$ cat src/rtl/cpu_pkg.sv
// Shared definitions for the execution controller and its ALU: opcodes,
// controller state encoding and instruction field positions.
package cpu_pkg;

    localparam logic [3:0] OP_ADD   = 4'b0000;
    localparam logic [3:0] OP_SUB   = 4'b0001;
    localparam logic [3:0] OP_AND   = 4'b0010;
    localparam logic [3:0] OP_OR    = 4'b0011;
    localparam logic [3:0] OP_XOR   = 4'b0100;
    localparam logic [3:0] OP_SHIFT = 4'b0101;
    localparam logic [3:0] OP_SLT   = 4'b0110;
    localparam logic [3:0] OP_NOP   = 4'b0111;
    localparam logic [3:0] OP_ADDI  = 4'b1001;
    localparam logic [3:0] OP_BEQ   = 4'b1011;
    localparam logic [3:0] OP_BNE   = 4'b1100;
    localparam logic [3:0] OP_HALT  = 4'b1111;

    localparam int OPC_MSB    = 15;
    localparam int OPC_LSB    = 12;
    localparam int RD_MSB     = 11;
    localparam int RD_LSB     = 9;
    localparam int RS1_MSB    = 8;
    localparam int RS1_LSB    = 6;
    localparam int RS2_MSB    = 5;
    localparam int RS2_LSB    = 3;
    localparam int DIR_BIT    = 2;
    localparam int IMM_MSB    = 5;
    localparam int IMM_LSB    = 0;
    localparam int BR_RS1_MSB = 11;
    localparam int BR_RS1_LSB = 9;
    localparam int BR_RS2_MSB = 8;
    localparam int BR_RS2_LSB = 6;

    typedef enum logic [2:0] {
        ST_FETCH,
        ST_DECODE,
        ST_EXEC,
        ST_WB,
        ST_HALT
    } state_t;

    function automatic logic [7:0] sext6(input logic [5:0] v);
        return {{2{v[5]}}, v};
    endfunction

    // ALU ops 0000-0110 and ADDI produce a register result
    function automatic logic writes_rd(input logic [3:0] op);
        return (op <= OP_SLT) || (op == OP_ADDI);
    endfunction

endpackage

$ cat src/rtl/exec_ctrl_if.sv
// Instruction fetch and ALU signals between the controller (master) and the
// memory/ALU side (slave).
interface exec_ctrl_if;
    logic              imem_req;
    logic [7:0]        imem_addr;
    logic              imem_valid;
    logic [15:0]       imem_data;
    logic signed [7:0] alu_a;
    logic signed [7:0] alu_b;
    logic [3:0]        alu_opcode;
    logic              alu_dir;
    logic signed [7:0] alu_result;
    logic              alu_zero;
    logic              alu_branch_taken;

    modport master (
        output imem_req, imem_addr, alu_a, alu_b, alu_opcode, alu_dir,
        input  imem_valid, imem_data, alu_result, alu_zero, alu_branch_taken
    );

    modport slave (
        input  imem_req, imem_addr, alu_a, alu_b, alu_opcode, alu_dir,
        output imem_valid, imem_data, alu_result, alu_zero, alu_branch_taken
    );
endinterface

$ cat src/rtl/reg_file_8x8.sv
// 8 x 8-bit register file, two combinational read ports, one synchronous
// write port. r0 is hard-wired to zero.
module reg_file_8x8 (
    input  logic       clk,
    input  logic       rst_n,
    input  logic [2:0] ra1,
    input  logic [2:0] ra2,
    output logic [7:0] rd1,
    output logic [7:0] rd2,
    input  logic       we,
    input  logic [2:0] wa,
    input  logic [7:0] wd
);
    logic [7:0] regs [8];

    // synchronous clear; writes to r0 are dropped
    always_ff @(posedge clk) begin
        if (!rst_n) begin
            for (int i = 0; i < 8; i++) regs[i] <= '0;
        end else if (we && (wa != 3'd0)) begin
            regs[wa] <= wd;
        end
    end

    assign rd1 = (ra1 == 3'd0) ? 8'h00 : regs[ra1];
    assign rd2 = (ra2 == 3'd0) ? 8'h00 : regs[ra2];
endmodule

$ cat src/rtl/exec_ctrl.sv
// Multi-cycle instruction sequencer driving an external instruction memory
// and combinational ALU.
//
// state  | meaning
// FETCH  | request word at pc, wait for imem_valid
// DECODE | read operands from the register file
// EXEC   | drive the ALU, capture result and branch decision
// WB     | write rd, advance pc, pulse retire
// HALT   | parked until reset
module exec_ctrl
    import cpu_pkg::*;
(
    input  logic       clk,
    input  logic       rst_n,
    exec_ctrl_if.master bus,
    output logic [7:0] pc,
    output logic       halted,
    output logic       retire
);
    state_t      state_q, state_d;
    logic [15:0] instr_q;
    logic [7:0]  opa_q, opb_q, result_q, pc_q, pc_next;
    logic        dir_q, taken_q;
    logic [3:0]  opcode;
    logic        is_branch, is_rtype;
    logic [2:0]  rf_ra1, rf_ra2;
    logic [7:0]  rf_rd1, rf_rd2;
    logic        rf_we;

    // zero flag is only of interest to debug probes
    logic unused_alu_zero;
    assign unused_alu_zero = bus.alu_zero;

    assign opcode    = instr_q[OPC_MSB:OPC_LSB];
    assign is_branch = (opcode == OP_BEQ) || (opcode == OP_BNE);
    assign is_rtype  = (opcode <= OP_SLT);
    assign rf_ra1    = is_branch ? instr_q[BR_RS1_MSB:BR_RS1_LSB] : instr_q[RS1_MSB:RS1_LSB];
    assign rf_ra2    = is_branch ? instr_q[BR_RS2_MSB:BR_RS2_LSB] : instr_q[RS2_MSB:RS2_LSB];
    assign rf_we     = rst_n && (state_q == ST_WB) && writes_rd(opcode);
    assign pc_next   = pc_q + 8'd1 +
                       ((is_branch && taken_q) ? sext6(instr_q[IMM_MSB:IMM_LSB]) : 8'd0);

    reg_file_8x8 u_rf (
        .clk (clk),
        .rst_n (rst_n),
        .ra1 (rf_ra1),
        .ra2 (rf_ra2),
        .rd1 (rf_rd1),
        .rd2 (rf_rd2),
        .we  (rf_we),
        .wa  (instr_q[RD_MSB:RD_LSB]),
        .wd  (result_q)
    );

    // state register plus per-state datapath captures
    always_ff @(posedge clk) begin
        if (!rst_n) begin
            state_q  <= ST_FETCH;
            pc_q     <= '0;
            instr_q  <= '0;
            opa_q    <= '0;
            opb_q    <= '0;
            dir_q    <= 1'b0;
            result_q <= '0;
            taken_q  <= 1'b0;
        end else begin
            state_q <= state_d;
            case (state_q)
                ST_FETCH: if (bus.imem_valid) instr_q <= bus.imem_data;
                ST_DECODE: begin
                    // a HALT leaves the operands untouched so the ALU inputs hold
                    if (opcode != OP_HALT) begin
                        opa_q <= rf_rd1;
                        opb_q <= (opcode == OP_ADDI) ? sext6(instr_q[IMM_MSB:IMM_LSB]) : rf_rd2;
                        dir_q <= is_rtype ? instr_q[DIR_BIT] : 1'b0;
                    end
                end
                ST_EXEC: begin
                    result_q <= bus.alu_result;
                    taken_q  <= bus.alu_branch_taken;
                end
                ST_WB:   pc_q <= pc_next;
                default: ;
            endcase
        end
    end

    // next-state and state-decoded outputs; held low while reset is asserted
    always_comb begin
        state_d        = state_q;
        bus.imem_req   = 1'b0;
        bus.alu_opcode = OP_NOP;
        halted         = 1'b0;
        retire         = 1'b0;
        case (state_q)
            ST_FETCH: begin
                bus.imem_req = rst_n;
                if (bus.imem_valid) state_d = ST_DECODE;
            end
            ST_DECODE: state_d = (opcode == OP_HALT) ? ST_HALT : ST_EXEC;
            ST_EXEC: begin
                if (rst_n) bus.alu_opcode = opcode;
                state_d = ST_WB;
            end
            ST_WB: begin
                retire  = rst_n;
                state_d = ST_FETCH;
            end
            ST_HALT: begin
                halted = rst_n;
                if (rst_n) bus.alu_opcode = OP_ADD;
            end
            default: state_d = ST_FETCH;
        endcase
    end

    assign bus.imem_addr = pc_q;
    assign bus.alu_a     = opa_q;
    assign bus.alu_b     = opb_q;
    assign bus.alu_dir   = dir_q;
    assign pc            = pc_q;
endmodule

$ cat src/flat_wrapper.sv
// flat-port wrapper written by rule: the top's interface ports become plain ports
module exec_ctrl_flat import cpu_pkg::*;
  (clk, rst_n, pc, halted, retire, bus_imem_req, bus_imem_addr, bus_alu_a, bus_alu_b, bus_alu_opcode, bus_alu_dir, bus_imem_valid, bus_imem_data, bus_alu_result, bus_alu_zero, bus_alu_branch_taken);
  exec_ctrl_if bus_i ();
  input  logic clk;
  input  logic rst_n;
  output logic [7:0] pc;
  output logic halted;
  output logic retire;
  output wire logic [$bits(bus_i.imem_req)-1:0] bus_imem_req;
  output wire logic [$bits(bus_i.imem_addr)-1:0] bus_imem_addr;
  output wire logic [$bits(bus_i.alu_a)-1:0] bus_alu_a;
  output wire logic [$bits(bus_i.alu_b)-1:0] bus_alu_b;
  output wire logic [$bits(bus_i.alu_opcode)-1:0] bus_alu_opcode;
  output wire logic [$bits(bus_i.alu_dir)-1:0] bus_alu_dir;
  input wire logic [$bits(bus_i.imem_valid)-1:0] bus_imem_valid;
  input wire logic [$bits(bus_i.imem_data)-1:0] bus_imem_data;
  input wire logic [$bits(bus_i.alu_result)-1:0] bus_alu_result;
  input wire logic [$bits(bus_i.alu_zero)-1:0] bus_alu_zero;
  input wire logic [$bits(bus_i.alu_branch_taken)-1:0] bus_alu_branch_taken;
  assign bus_imem_req = bus_i.imem_req;
  assign bus_imem_addr = bus_i.imem_addr;
  assign bus_alu_a = bus_i.alu_a;
  assign bus_alu_b = bus_i.alu_b;
  assign bus_alu_opcode = bus_i.alu_opcode;
  assign bus_alu_dir = bus_i.alu_dir;
  assign bus_i.imem_valid = bus_imem_valid;
  assign bus_i.imem_data = bus_imem_data;
  assign bus_i.alu_result = bus_alu_result;
  assign bus_i.alu_zero = bus_alu_zero;
  assign bus_i.alu_branch_taken = bus_alu_branch_taken;
  exec_ctrl u_core (.clk(clk), .rst_n(rst_n), .bus(bus_i), .pc(pc), .halted(halted), .retire(retire));
endmodule
$ cat config.mk
export PLATFORM = sky130hd
export DESIGN_NAME = exec_ctrl_flat
export DESIGN_NICKNAME = d
export VERILOG_FILES = /design/src/rtl/cpu_pkg.sv /design/src/rtl/exec_ctrl_if.sv /design/src/rtl/reg_file_8x8.sv /design/src/rtl/exec_ctrl.sv /design/src/flat_wrapper.sv
export SDC_FILE = /design/constraint.sdc
export NUM_CORES = 1
export LEC_CHECK = 0
export CELL_PAD_IN_SITES_DETAIL_PLACEMENT = 1
export CELL_PAD_IN_SITES_GLOBAL_PLACEMENT = 1
export CORE_MARGIN = 5
export CORE_UTILIZATION = 30
export CTS_CLUSTER_SIZE = 40
export DETAILED_ROUTE_END_ITERATION = 7
export DONT_BUFFER_PORTS = 1
export HOLD_SLACK_MARGIN = 0.03
export PLACE_DENSITY_LB_ADDON = 0.1
export SLEW_MARGIN = 20
export SYNTH_ARGS = -nofsm -noshare
export SYNTH_HDL_FRONTEND = slang
export SYNTH_SLANG_ARGS = --single-unit
$ cat constraint.sdc
create_clock -name clk -period 3.4 [get_ports clk]
set_clock_uncertainty 0.2 [all_clocks]
set_input_delay 0.68 -clock clk [delete_from_list [all_inputs] [get_ports clk]]
set_output_delay 0.68 -clock clk [all_outputs]
set_load 0.05 [all_outputs]
Yosys cells after proc, flatten, opt, wreduce, memory -nomap -nowiden
Memories as Yosys holds them, arrays and structs flattened.
Cells that the tools add are included.
{"block": "op_classes", "mux": 23, "order_cmp": 1, "shifts": 0, "n_eq_ne": 10, "n_reduce_logical": 14, "bitwise": 1, "div_mod_pow": 0, "addsub": 2, "n_mul": 0}
{"op": "8-bit 2-to-1 mux", "n": 5}
{"op": "3-bit 2-to-1 mux", "n": 6}
{"op": "4-bit == test (second input constant)", "n": 4}
{"op": "3-bit case mux with 4 select lines", "n": 1}
{"op": "3-bit logical NOT", "n": 3}
{"op": "1-bit 2-to-1 mux", "n": 9}
{"op": "8-bit by 1-bit adder with 8-bit output (second input constant)", "n": 1}
{"op": "8-bit adder", "n": 1}
{"op": "4-bit case mux with 2 select lines", "n": 1}
{"op": "8-bit OR reduction", "n": 1}
{"op": "3-bit by 2-bit == test with 1-bit output (second input constant)", "n": 2}
{"op": "2-bit AND reduction", "n": 3}
{"op": "4-bit by 3-bit <= comparator with 1-bit output (second input constant)", "n": 1}
{"op": "1-bit logical AND", "n": 4}
{"op": "4-bit 2-to-1 mux", "n": 1}
{"op": "4-bit inequality test (second input constant)", "n": 1}
{"op": "3-bit by 1-bit == test with 1-bit output (second input constant)", "n": 1}
{"op": "3-bit == test (second input constant)", "n": 1}
{"op": "3-bit nonzero test", "n": 1}
{"op": "1-bit logical OR", "n": 2}
{"op": "2-bit inequality test (second input constant)", "n": 1}
{"op": "1-bit NOT", "n": 1}
{"block": "totals", "romBits": 0, "ramBits": 64, "input_bits": 29, "n_memories": 1, "output_inout_bits": 40, "reg_bits": 53, "latchBits": 0}
{"memory": "u_core.u_rf.regs", "words": 8, "width": 8, "rd": 2, "rd_clocked_by_memory_dff": 0, "write_ports": 8, "line": "reg_file_8x8.sv:14", "rtl": "logic [7:0] regs [8];"}

Depth between registers and ports, before layout
{"block": "depth", "word_depth": 9, "ltp_mapped": 14}

Hierarchy
Synthesis repeated with hierarchy kept, for this count alone.
{"block": "hier_totals", "cells_unflattened": 572, "area_unflattened_um2": 5840.6}
{"mod": "reg_file_8x8", "area_per_inst_um2": 3204.3, "seq_area_each_um2": 1681.6, "n_inst": 1, "cells_each": 252}
{"mod": "exec_ctrl", "area_per_inst_um2": 2636.3, "seq_area_each_um2": 1061.0, "n_inst": 1, "cells_each": 320}

Worst setup path before layout
OpenSTA, ideal clock, no wires.
{"block": "synth_path", "path_type": "register to register", "startpoint": "reg u_core.instr_q[14]", "endpoint": "reg u_core.pc_q[6] (netlist: u_core.bus.imem_addr[6])", "n_path_buf": 1, "t_required_ns": 3.074, "path_stages_with_launch": 15, "synth_period_minus_slack_ns": 2.863, "path_slack_ns": 0.537, "arrival_ns": 2.537, "cell_sequence": "dfxtp_1 > buf_4 > and3b_1 > o211a_1 > nand2_1 > ha_1 > inv_1 > fa_1 > a21o_1 > a21o_1 > a21oi_1 > nor3b_1 > o21ai_0 > xor2_1 > nor2_1"}
{"block": "synth_between", "elab_chain_len": 5}
{"item": "start: declaration", "line": "exec_ctrl.sv:21", "rtl": "logic [15:0] instr_q;"}
{"item": "start signal: assignment", "line": "exec_ctrl.sv:69", "rtl": "ST_FETCH: if (bus.imem_valid) instr_q <= bus.imem_data;"}
{"item": "4-bit == test", "line": "exec_ctrl.sv:35", "rtl": "assign is_branch = (opcode == OP_BEQ) || (opcode == OP_BNE);"}
{"item": "1-bit logical OR *", "line": "exec_ctrl.sv:35"}
{"item": "1-bit logical AND *", "line": "exec_ctrl.sv:41", "rtl": "((is_branch && taken_q) ? sext6(instr_q[IMM_MSB:IMM_LSB]) : 8'd0);"}
{"item": "8-bit 2-to-1 mux *", "line": "exec_ctrl.sv:41"}
{"item": "8-bit adder *", "line": "exec_ctrl.sv:40", "rtl": "assign pc_next = pc_q + 8'd1 +"}
{"item": "end signal: assignment", "line": "exec_ctrl.sv:82", "rtl": "ST_WB: pc_q <= pc_next;"}
{"item": "end: declaration", "line": "exec_ctrl.sv:22", "rtl": "logic [7:0] opa_q, opb_q, result_q, pc_q, pc_next;"}
Every way passes the cells marked *; elsewhere a longest branch is shown, timed or not.
A chain may end at the register's enable or synchronous reset.

Final worst setup path
{"block": "layout_path", "startpoint": "reg u_core.instr_q[12]", "endpoint": "reg u_core.pc_q[6] (netlist: u_core.bus.imem_addr[6])"}
The elaborated chain is that of the path after synthesis.

==> flow_metrics.env <==
export IMPL_fillCellCount=2078
export IMPL_grt_pass1_vias=4443
export IMPL_synth_nets=595
export IMPL_grt_usage=0.162
export IMPL_syn2layout_area_growth_pct=12.4
export IMPL_finalHoldViolations=0
export IMPL_start_util=0.303
export IMPL_relSlewSlack=0.297
export IMPL_cts_root_buf="clkbuf_16"
export IMPL_ctsResizeCount=0
export IMPL_syn_cell_area_um2=5630
export IMPL_slowest_delay_ps=420
export IMPL_syn_inst=560
export IMPL_async_reset_ff_frac=0
export IMPL_final_net_count=607
export IMPL_final_util=0.341
export IMPL_powerDensity_nw_per_um2=481
export IMPL_coreArea_um2=18600
export IMPL_dieArea_um2=21600
export IMPL_cts_setup_buffers=0
export IMPL_grt_pass1_wl_um=26900
export IMPL_preCtsSetupSlack_ps=146
export IMPL_clock_sinks=109
export IMPL_overflow=0
export IMPL_ys_warn_count=0
export IMPL_syn_avg_cell_area_um2=10.1
export IMPL_fmax_mhz=325
export IMPL_path_delay_family="compound AO/OA/AOI/OAI gates"
export IMPL_design_area_um2=6330
export IMPL_antenna_found_initial=0
export IMPL_pin_count=69
export IMPL_grt_max_degree=37
export IMPL_wl_per_cell_um=21.2
export IMPL_leakage_nw=2.42
export IMPL_cts_tree="built"
export IMPL_synth_edf_count=56
export IMPL_yosys_cell_types_count=55
export IMPL_outcome="completed"
export IMPL_cts_buffers_inserted=9
export IMPL_num_vias=4152
export IMPL_drtAntennaViolNets=0
export IMPL_clock_path_buffers=2
export IMPL_ys_ff_latch=109
export IMPL_critPathArrivalTime_ps=3170
export IMPL_place_port_buffers=0
export IMPL_crit_path_start_kind="register"
export IMPL_clk_pin_slew_worst_paths_ps=80
export IMPL_drcViolationCount=0
export IMPL_first_pass_iters=4
export IMPL_num_rows=50
export IMPL_diodes=0
export IMPL_end_kind="register"
export IMPL_report_final_slew_viol_count=0
export IMPL_die_w_um=147
export IMPL_synthFlopType="edfxtp_1"
export IMPL_cts_hold_buf=0
export IMPL_htreeDepth=3
export IMPL_layout_drive_gt1_share=0.151
export IMPL_cp_common_cell="a21o_1"
export IMPL_clk_insertion_delay_late_ps=350
export IMPL_path_class="reg2reg"
export IMPL_fin_ws_ps=327
export IMPL_routed_wl_um=17200
export IMPL_vdd_drop_max_v=0.000221
export IMPL_viasPerCell=5.12
export IMPL_final_period_utilization=0.904
export IMPL_hold_class="in2reg"
export IMPL_place_area_um2=6000
export IMPL_fin_setup_tns_ps=0
export IMPL_fin_crit_ps=3070
export IMPL_gp_congestion=0.816
export IMPL_cpMaxStageDelayCell="fa_1"
export IMPL_worst_slew_pin_slew_ps=1050
export IMPL_critPathMaxFanout=9
export IMPL_rsz0062_at_grt="no"
export IMPL_drv_cap=0
export IMPL_post_dp_hpwl_um=13000
export IMPL_seq_area_frac_synth=0.487
export IMPL_crit_required_ps=3500
export IMPL_final_setup_viol_count=0
export IMPL_drt_iter0_drc=261
export IMPL_die_h_um=147
export IMPL_crit_chain="and3b_1 -> o211a_1 -> nand2_1 -> ha_1 -> inv_1 -> fa_1 -> a21o_1 -> a21o_1 -> a21oi_1 -> nor3b_1 -> o21ai_0 -> xor2_1 -> nor2_1"
export IMPL_cp_num_buf_inv=1
Yosys cell counts, types with 11 or more instances:
cell	n	share of area
and2_1	62	0.069
dfxtp_1	53	0.19
clkbuf_1	15	0.010
a221oi_1	11	0.017
o21ai_0	32	0.028
nand3_1	14	0.012
edfxtp_1	56	0.30
a21oi_1	48	0.043
buf_4	13	0.017
nand2_1	79	0.053
nor2_1	23	0.015
mux2_2	26	0.052
mux2i_1	31	0.055
layer usage:
metal  track usage  vias up  part of all wire
li1              -     2028                 -
met4        0.0471        0             0.013
met5             0        -                 0
met1         0.237     2037              0.51
met2         0.248       75              0.44
met3        0.0256       12             0.036
final timing paths:
kind	from	to	slack, ps	cells past startpoint
worst max register to register	u_core.instr_q[12]$_SDFFE_PN0P_	u_core.bus.imem_addr[6]$_SDFFE_PN0N_	330	13
worst max-delay path	u_core.instr_q[12]$_SDFFE_PN0P_	u_core.bus.imem_addr[6]$_SDFFE_PN0N_	330	13
worst min-delay path	bus_imem_data[0]	u_core.instr_q[0]$_SDFFE_PN0P_	260	2
worst min register to register	u_core.instr_q[1]$_SDFFE_PN0P_	u_core.instr_q[1]$_SDFFE_PN0P_	300	2
per-stage QoR:
stage	hold slack (ps)	power, mW	instances
3_3_place_gp	304	1.88	795
5_1_grt	253	3.17	811
3_5_place_dp	303	1.89	795
4_1_cts	245	3.08	811
6_report	258	3.05	811
2_1_floorplan	236	1.77	560
layout make-up:
cell class	instances	area (um2)	area share
repair buffers	34	268	0.0423
clock buffers	9	225	0.0356
inverters	7	26.3	0.00415
flip-flops and latches	109	2740	0.433
well taps	234	293	0.0462
clock inverters	7	104	0.0164
multi-input cells	411	2670	0.422
sequential cells by signal (all words and copies together), names as in the netlist:
name                  count
u_core.bus.imem_addr      8
u_core.bus.alu_b          8
u_core.bus.alu_dir        1
u_core.state_q            3
u_core.instr_q           16
u_core.taken_q            1
u_core.bus.alu_a          8
u_core.u_rf.regs         56
u_core.result_q           8
layout by cell type, fill, tap and decap left out, types with 5 or more instances in the layout:
| cell type | instances |
|---|---|
| edfxtp_1 | 56 |
| nor3b_1 | 6 |
| nand2_1 | 79 |
| mux2_2 | 26 |
| mux2i_1 | 31 |
| nand2b_1 | 7 |
| a221oi_1 | 11 |
| nor2_1 | 23 |
| o21ai_0 | 28 |
| clkbuf_16 | 9 |
| or3_1 | 5 |
| inv_1 | 7 |
| buf_4 | 33 |
| o21ai_1 | 9 |
| and2_1 | 62 |
| nand3_1 | 14 |
| o211ai_1 | 6 |
| ha_1 | 5 |
| a21oi_1 | 48 |
| dfxtp_1 | 52 |
logic make-up after synthesis:
kind of cell | share of synthesized area
buffers and inverters | 0.0398
flip-flops | 0.487
adder cells (fa/ha/maj) | 0.0147
multiplexers | 0.120
AND/OR/NAND/NOR | 0.201
AO/OA/AOI/OAI | 0.133
XOR/XNOR | 0.00466
power breakdown:
part / internal, mW / switching [mW]
logic: 0.119 / 0.209
clock network: 0.659 / 0.530
registers: 1.43 / 0.0970
total: 2.21 / 0.836
Note: power is estimated with default switching activity, not from simulation.
